### src/rtl/seq_mul_hs.sv
`timescale 1ns/1ps
`default_nettype none
// ============================================================================
//  Module   : seq_mul_hs
//  Function : Sequential shift-and-add multiplier with valid/ready handshake
//             on both operand and product sides. One multiplier bit is
//             processed per CALC cycle, giving an AW+BW-bit exact product.
//  Config   : `define SEQ_MUL_SIGNED_EN enables two's-complement mode,
//             selected per operation by in_signed. Without it the block is
//             unsigned-only and in_signed is ignored.
//  Revision : 1.0 - initial release
// ============================================================================
module seq_mul_hs #(
    parameter int AW = 8,
    parameter int BW = 8
) (
    input  logic             clk,
    input  logic             rstn,
    input  logic             in_valid,
    output logic             in_ready,
    input  logic [AW-1:0]    in_a,
    input  logic [BW-1:0]    in_b,
    input  logic             in_signed,
    output logic             out_valid,
    input  logic             out_ready,
    output logic [AW+BW-1:0] out_prod,
    output logic             busy
);

    localparam int              CW        = (BW > 1) ? $clog2(BW) : 1;
    localparam logic [CW-1:0]   LAST_ITER = CW'(BW - 1);

    localparam logic [1:0] S_IDLE = 2'd0;
    localparam logic [1:0] S_CALC = 2'd1;
    localparam logic [1:0] S_DONE = 2'd2;

    logic [1:0]    state_q, state_d;
    logic [CW-1:0] cnt_q;
    logic [AW-1:0] mcand_q;
    logic [AW-1:0] acc_q;
    logic [BW-1:0] mplr_q;
    logic [AW:0]   sum_d;
    logic          last_iter;
    logic          accept;
    logic          sgn_q;

    assign last_iter = (cnt_q == LAST_ITER);
    assign accept    = in_valid && (state_q == S_IDLE);

    // The product lives in {acc, multiplier} as the multiplier shifts out,
    // so the output is simply that concatenation (held unchanged in IDLE).
    assign out_prod  = {acc_q, mplr_q};

    // State register
    always_ff @(posedge clk or negedge rstn) begin
        if (!rstn) begin
            state_q <= S_IDLE;
        end else begin
            state_q <= state_d;
        end
    end

    // Next-state logic
    always_comb begin
        state_d = state_q;
        case (state_q)
            S_IDLE:  if (in_valid)  state_d = S_CALC;
            S_CALC:  if (last_iter) state_d = S_DONE;
            S_DONE:  if (out_ready) state_d = S_IDLE;
            default: state_d = S_IDLE;
        endcase
    end

    // Handshake and status outputs decoded from state
    always_comb begin
        in_ready  = (state_q == S_IDLE);
        out_valid = (state_q == S_DONE);
        busy      = (state_q != S_IDLE);
    end

`ifdef SEQ_MUL_SIGNED_EN
    // Partial-product adder: sign-extended in signed mode; the multiplier's
    // sign bit carries negative weight, so the last step subtracts.
    always_comb begin
        logic [AW:0] acc_ext;
        logic [AW:0] mc_ext;
        acc_ext = sgn_q ? {acc_q[AW-1], acc_q}     : {1'b0, acc_q};
        mc_ext  = sgn_q ? {mcand_q[AW-1], mcand_q} : {1'b0, mcand_q};
        sum_d   = acc_ext;
        if (mplr_q[0]) begin
            if (sgn_q && last_iter) begin
                sum_d = acc_ext - mc_ext;
            end else begin
                sum_d = acc_ext + mc_ext;
            end
        end
    end
`else
    // Partial-product adder: unsigned, carry out lands in the top bit
    always_comb begin
        sum_d = {1'b0, acc_q};
        if (mplr_q[0]) begin
            sum_d = {1'b0, acc_q} + {1'b0, mcand_q};
        end
    end

    logic unused_signed;
    assign unused_signed = in_signed;
`endif

    // Operand capture and one shift-add iteration per CALC cycle
    always_ff @(posedge clk or negedge rstn) begin
        if (!rstn) begin
            mcand_q <= '0;
            acc_q   <= '0;
            mplr_q  <= '0;
            cnt_q   <= '0;
            sgn_q   <= 1'b0;
        end else if (accept) begin
            mcand_q <= in_a;
            mplr_q  <= in_b;
            acc_q   <= '0;
            cnt_q   <= '0;
`ifdef SEQ_MUL_SIGNED_EN
            sgn_q   <= in_signed;
`else
            sgn_q   <= 1'b0;
`endif
        end else if (state_q == S_CALC) begin
            // Shift {carry, acc, multiplier} right; in signed mode sum_d's
            // top bit is already the correct arithmetic sign.
            acc_q   <= sum_d[AW:1];
            mplr_q  <= {sum_d[0], mplr_q[BW-1:1]};
            cnt_q   <= last_iter ? '0 : cnt_q + 1'b1;
        end
    end

endmodule
`default_nettype wire

### config.mk
export PLATFORM = sky130hd
export DESIGN_NAME = seq_mul_hs
export DESIGN_NICKNAME = d
export VERILOG_FILES = /design/src/rtl/seq_mul_hs.sv
export SDC_FILE = /design/constraint.sdc
export NUM_CORES = 1
export LEC_CHECK = 0
export CAP_MARGIN = 20
export CORE_ASPECT_RATIO = 0.8
export CORE_MARGIN = 8
export CORE_UTILIZATION = 47
export DETAILED_ROUTE_END_ITERATION = 10
export GPL_ROUTABILITY_DRIVEN = 0
export GPL_TIMING_DRIVEN = 1
export PLACE_DENSITY = 0.86
export SLEW_MARGIN = 20
export SYNTH_ARGS = -nofsm -noshare
export SYNTH_HDL_FRONTEND = slang
export SYNTH_SLANG_ARGS = --single-unit
### constraint.sdc
create_clock -name clk -period 1.95 [get_ports clk]
set_input_delay 0.2925 -clock clk [delete_from_list [all_inputs] [get_ports clk]]
set_output_delay 0.2925 -clock clk [all_outputs]
set_load 0.02 [all_outputs]
==> out/qor.json <==
{
  "run_status": "finished clean",
  "async_flop_share_pct": 100.0,
  "critPathMaxStageDelay_ps": 360,
  "total_power_mw": 3.607,
  "timing.slew.headroom_pct": 63.29,
  "clock_sinks": 29,
  "synth_enable_flop_cells": 0,
  "cellLeakagePower_nw": 0.9898,
  "final-setup-viol-count": 0,
  "grt_first_pass_wirelength_um": 6610,
  "synth_top_family_by_area": "compound AO/OA/AOI/OAI gates",
  "power_frac_seq_pct": 29.7,
  "sequential_cell_area_um2": 726.9,
  "switchingPower_mw": 1.463,
  "post-route-min-period_ps": 1841,
  "port_buffers": 38,
  "final_ant_viol_nets": 0,
  "grt_antenna_before_repair": 0,
  "power.combinational.fraction_pct": 56.1,
  "clk_path_buf_depth": 2,
  "yosys.area_share.simple_pct": 16.62,
  "fp.coreArea_mm2": 0.003400,
  "multi_input_area_um2": 850.8,
  "power.share.clock_pct": 14.2,
  "dp_hpwl_um": 2948,
  "detail_route.first_pass.iterations": 4,
  "tightest_slew_ps": 548.9,
  "fin_area_mm2": 0.002213,
  "drt_drc_violations_left": 0,
  "hold_ws_ps": 358.7,
  "cts_made_buffers": 5,
  "met3_wirelength_um": 264,
  "dr_total_vias": 1393,
  "nFillCells": 295,
  "die_outline_height_um": 68.86,
  "wire_per_inst_um": 15.46,
  "synth.distinct_cells": 39,
  "antenna_cells": 0,
  "path_cells": "ha_1, inv_1, fa_2, nor2b_2, o31ai_2, a21oi_2, mux2_2, nand2_1",
  "post_synthesis_compound_gate_area_fraction_pct": 18.29,
  "yosysWarningCount": 0,
  "detail_route.iter0.violations": 85,
  "detailed_place.area_mm2": 0.002103,
  "syn-instance-count": 162,
  "post_route_cells_drive_above_1_share_pct": 18.40,
  "die_area_mm2": 0.005652,
  "met2_length_um": 1729,
  "design.final.nets": 243,
  "grt_max_degree": 16,
  "power.share.switching_pct": 40.57,
  "overflow": 0,
  "clkLatencyLatePin_ps": 290,
  "worst-path-max-fanout": 3,
  "setup.worst_path.class": "register to register",
  "topRoutingLayerUsed": "met4",
  "fin_skew_ps": 11.20,
  "p_int_mw": 2.144,
  "synth_seq_cells": 29,
  "synthesis.nets": 194,
  "rsz0062_at_grt": "no",
  "dominantRegCellSynth": "dfrtp_1",
  "grt.total_usage_pct": 15.34,
  "post_synth_instance_area_mm2": 0.001642,
  "layout.cells.non_filler": 254,
  "cts-root-buf": "clkbuf_8",
  "cp-start-kind": "register",
  "tritoncts": "yes",
  "setup_slack_ps": 109.5,
  "timing_hold_violations_final": 0,
  "holdBufCountCts": 0,
  "yosys.area_share.adder_pct": 8.841,
  "core.rowCount": 19,
  "drt-vias-per-instance": 5.484,
  "dp_cells": 245,
  "clk_pin_slew_ps": 70,
  "cts_max_level": 2,
  "dp_slack_ps": -11.04,
  "first_global_vias": 1398,
  "fmax_mhz": 543.3,
  "hold_class": "input port to asynchronous set/reset pin",
  "arrival_ps": 2060,
  "chipWidth_um": 82.08,
  "wirelength_um": 3926,
  "sequential_fraction_of_the_synthesis_area_pct": 44.21,
  "pwr_density_cell_mw_per_mm2": 1630,
  "setup.worst_path.end_class": "register",
  "report.final.slew_viol_count": 0,
  "finalSetupTns_ps": 0,
  "cp.required_ps": 2170,
  "xor_xnor_fraction_of_synth_area_pct": 0.5335,
  "power.ir.vdd_worst_mv": 0.7365,
  "max_cap_viol_count": 0,
  "timing.final.crit_share_pct": 94.39,
  "muxShareOfSynthArea_pct": 6.784,
  "design.portCount": 40,
  "met1Wirelength_um": 1890,
  "floorplan.initialDensity_pct": 48.29,
  "area_grow_syn2layout_pct": 34.83,
  "timing.critical_path.slowest_stage_cell": "dfrtp_2",
  "post_synthesis_average_cell_area_um2": 10.13,
  "layout.core_utilization_pct": 65.11
}
-- kinds of logic (layout without fill, tap and decap cells) --
| kind of cell | Yosys count | after routing |
|---|---|---|
| AO/OA/AOI/OAI | 47 | 47 |
| XOR/XNOR | 1 | 1 |
| adder cells (fa/ha/maj) | 11 | 11 |
| buffers and inverters | 14 | 64 |
| flip-flops | 29 | 29 |
| multiplexers | 10 | 10 |
| AND/OR/NAND/NOR | 50 | 50 |
-- cell type report --
class                   instances  share of cell area [%]
flip-flops and latches         29                   32.84
clock buffers                   8                   4.070
multi-input cells             119                   38.44
inverters                       6                   1.018
repair buffers                 50                   21.25
well taps                      42                   2.374
-- flip-flops by register name, summed over array words and instances, names as in the netlist --
| register | cells |
|---|---|
| acc_q | 8 |
| mcand_q | 8 |
| mplr_q | 8 |
| cnt_q | 3 |
| state_q | 2 |
-- layout by cell type, fill, tap and decap left out, drive strengths merged, types with 3 or more instances in the layout --
master         instances
nand3                  4
dfrtp                 29
and3b                  7
ha                    10
clkdlybuf4s50         38
a22o                   4
buf                   12
nand2                 18
a32oi                  4
clkbuf                 8
nor2b                  4
o21ai                 15
mux2                   9
o31ai                  3
inv                    6
a21oi                 14
nor2                   7
-- power by group through the flow --
stage	registers [mW]	clock network, mW	logic (mW)
5_1_grt	1.11	0.546	2.24
6_report	1.07	0.513	2.02
3_3_place_gp	1.06	0	1.92
2_1_floorplan	1.19	0	1.18
4_1_cts	1.07	0.524	2.01
3_5_place_dp	1.08	0	1.98
-- synthesized netlist by cell type, drive strengths merged, types with 2 or more instances --
cell | instances | area share [%]
ha | 10 | 7.6
a21o | 2 | 0.99
inv | 6 | 1.4
nand3 | 4 | 1.2
nand2 | 18 | 4.1
nor2 | 7 | 1.6
clkbuf | 2 | 0.46
or3 | 2 | 0.76
dfrtp | 29 | 44
nor3 | 2 | 0.61
a21oi | 14 | 4.5
o21a | 2 | 0.91
buf | 6 | 2.9
nor2b | 4 | 1.5
a22o | 4 | 2.1
and3b | 7 | 3.7
mux2 | 9 | 6.2
o21ai | 15 | 4.6
o31ai | 3 | 1.7
a32oi | 4 | 2.1
-- path summary, 6_finish.rpt --
kind	end	slack (ps)	cells after the start	from
worst max-delay path	acc_q[5]	110	8	acc_q[0]
worst min-delay path	mcand_q[0]	360	1	rstn
worst max register to register	acc_q[5]	110	8	acc_q[0]
worst min register to register	mplr_q[6]	510	2	mplr_q[6]
max in group asynchronous	mcand_q[7]	1030	2	rstn
min in group clk	mplr_q[6]	510	2	mplr_q[6]
-- metal layers --
metal | vias up | global-route usage, %
li1 | 680 | -
met1 | 668 | 20.57
met2 | 42 | 22.81
met3 | 3 | 4.534
met4 | 0 | 5.895
met5 | - | 0
-- worst max-delay path, delay by kind of cell (launching register included) --
family | cells | cell delay [ps]
adder cells (fa/ha/maj) | 2 | 530
flip-flops | 1 | 360
multiplexers | 1 | 340
AO/OA/AOI/OAI | 2 | 250
AND/OR/NAND/NOR | 2 | 230
buffers and inverters | 1 | 60
-- timing repair --
action | in CTS | in global routing
cloned | 0 | 0
setup buffers | 0 | 1
setup endpoints to repair | 1 | 2
resized for setup | 2 | 2
Note: power is estimated with default switching activity, not from simulation.
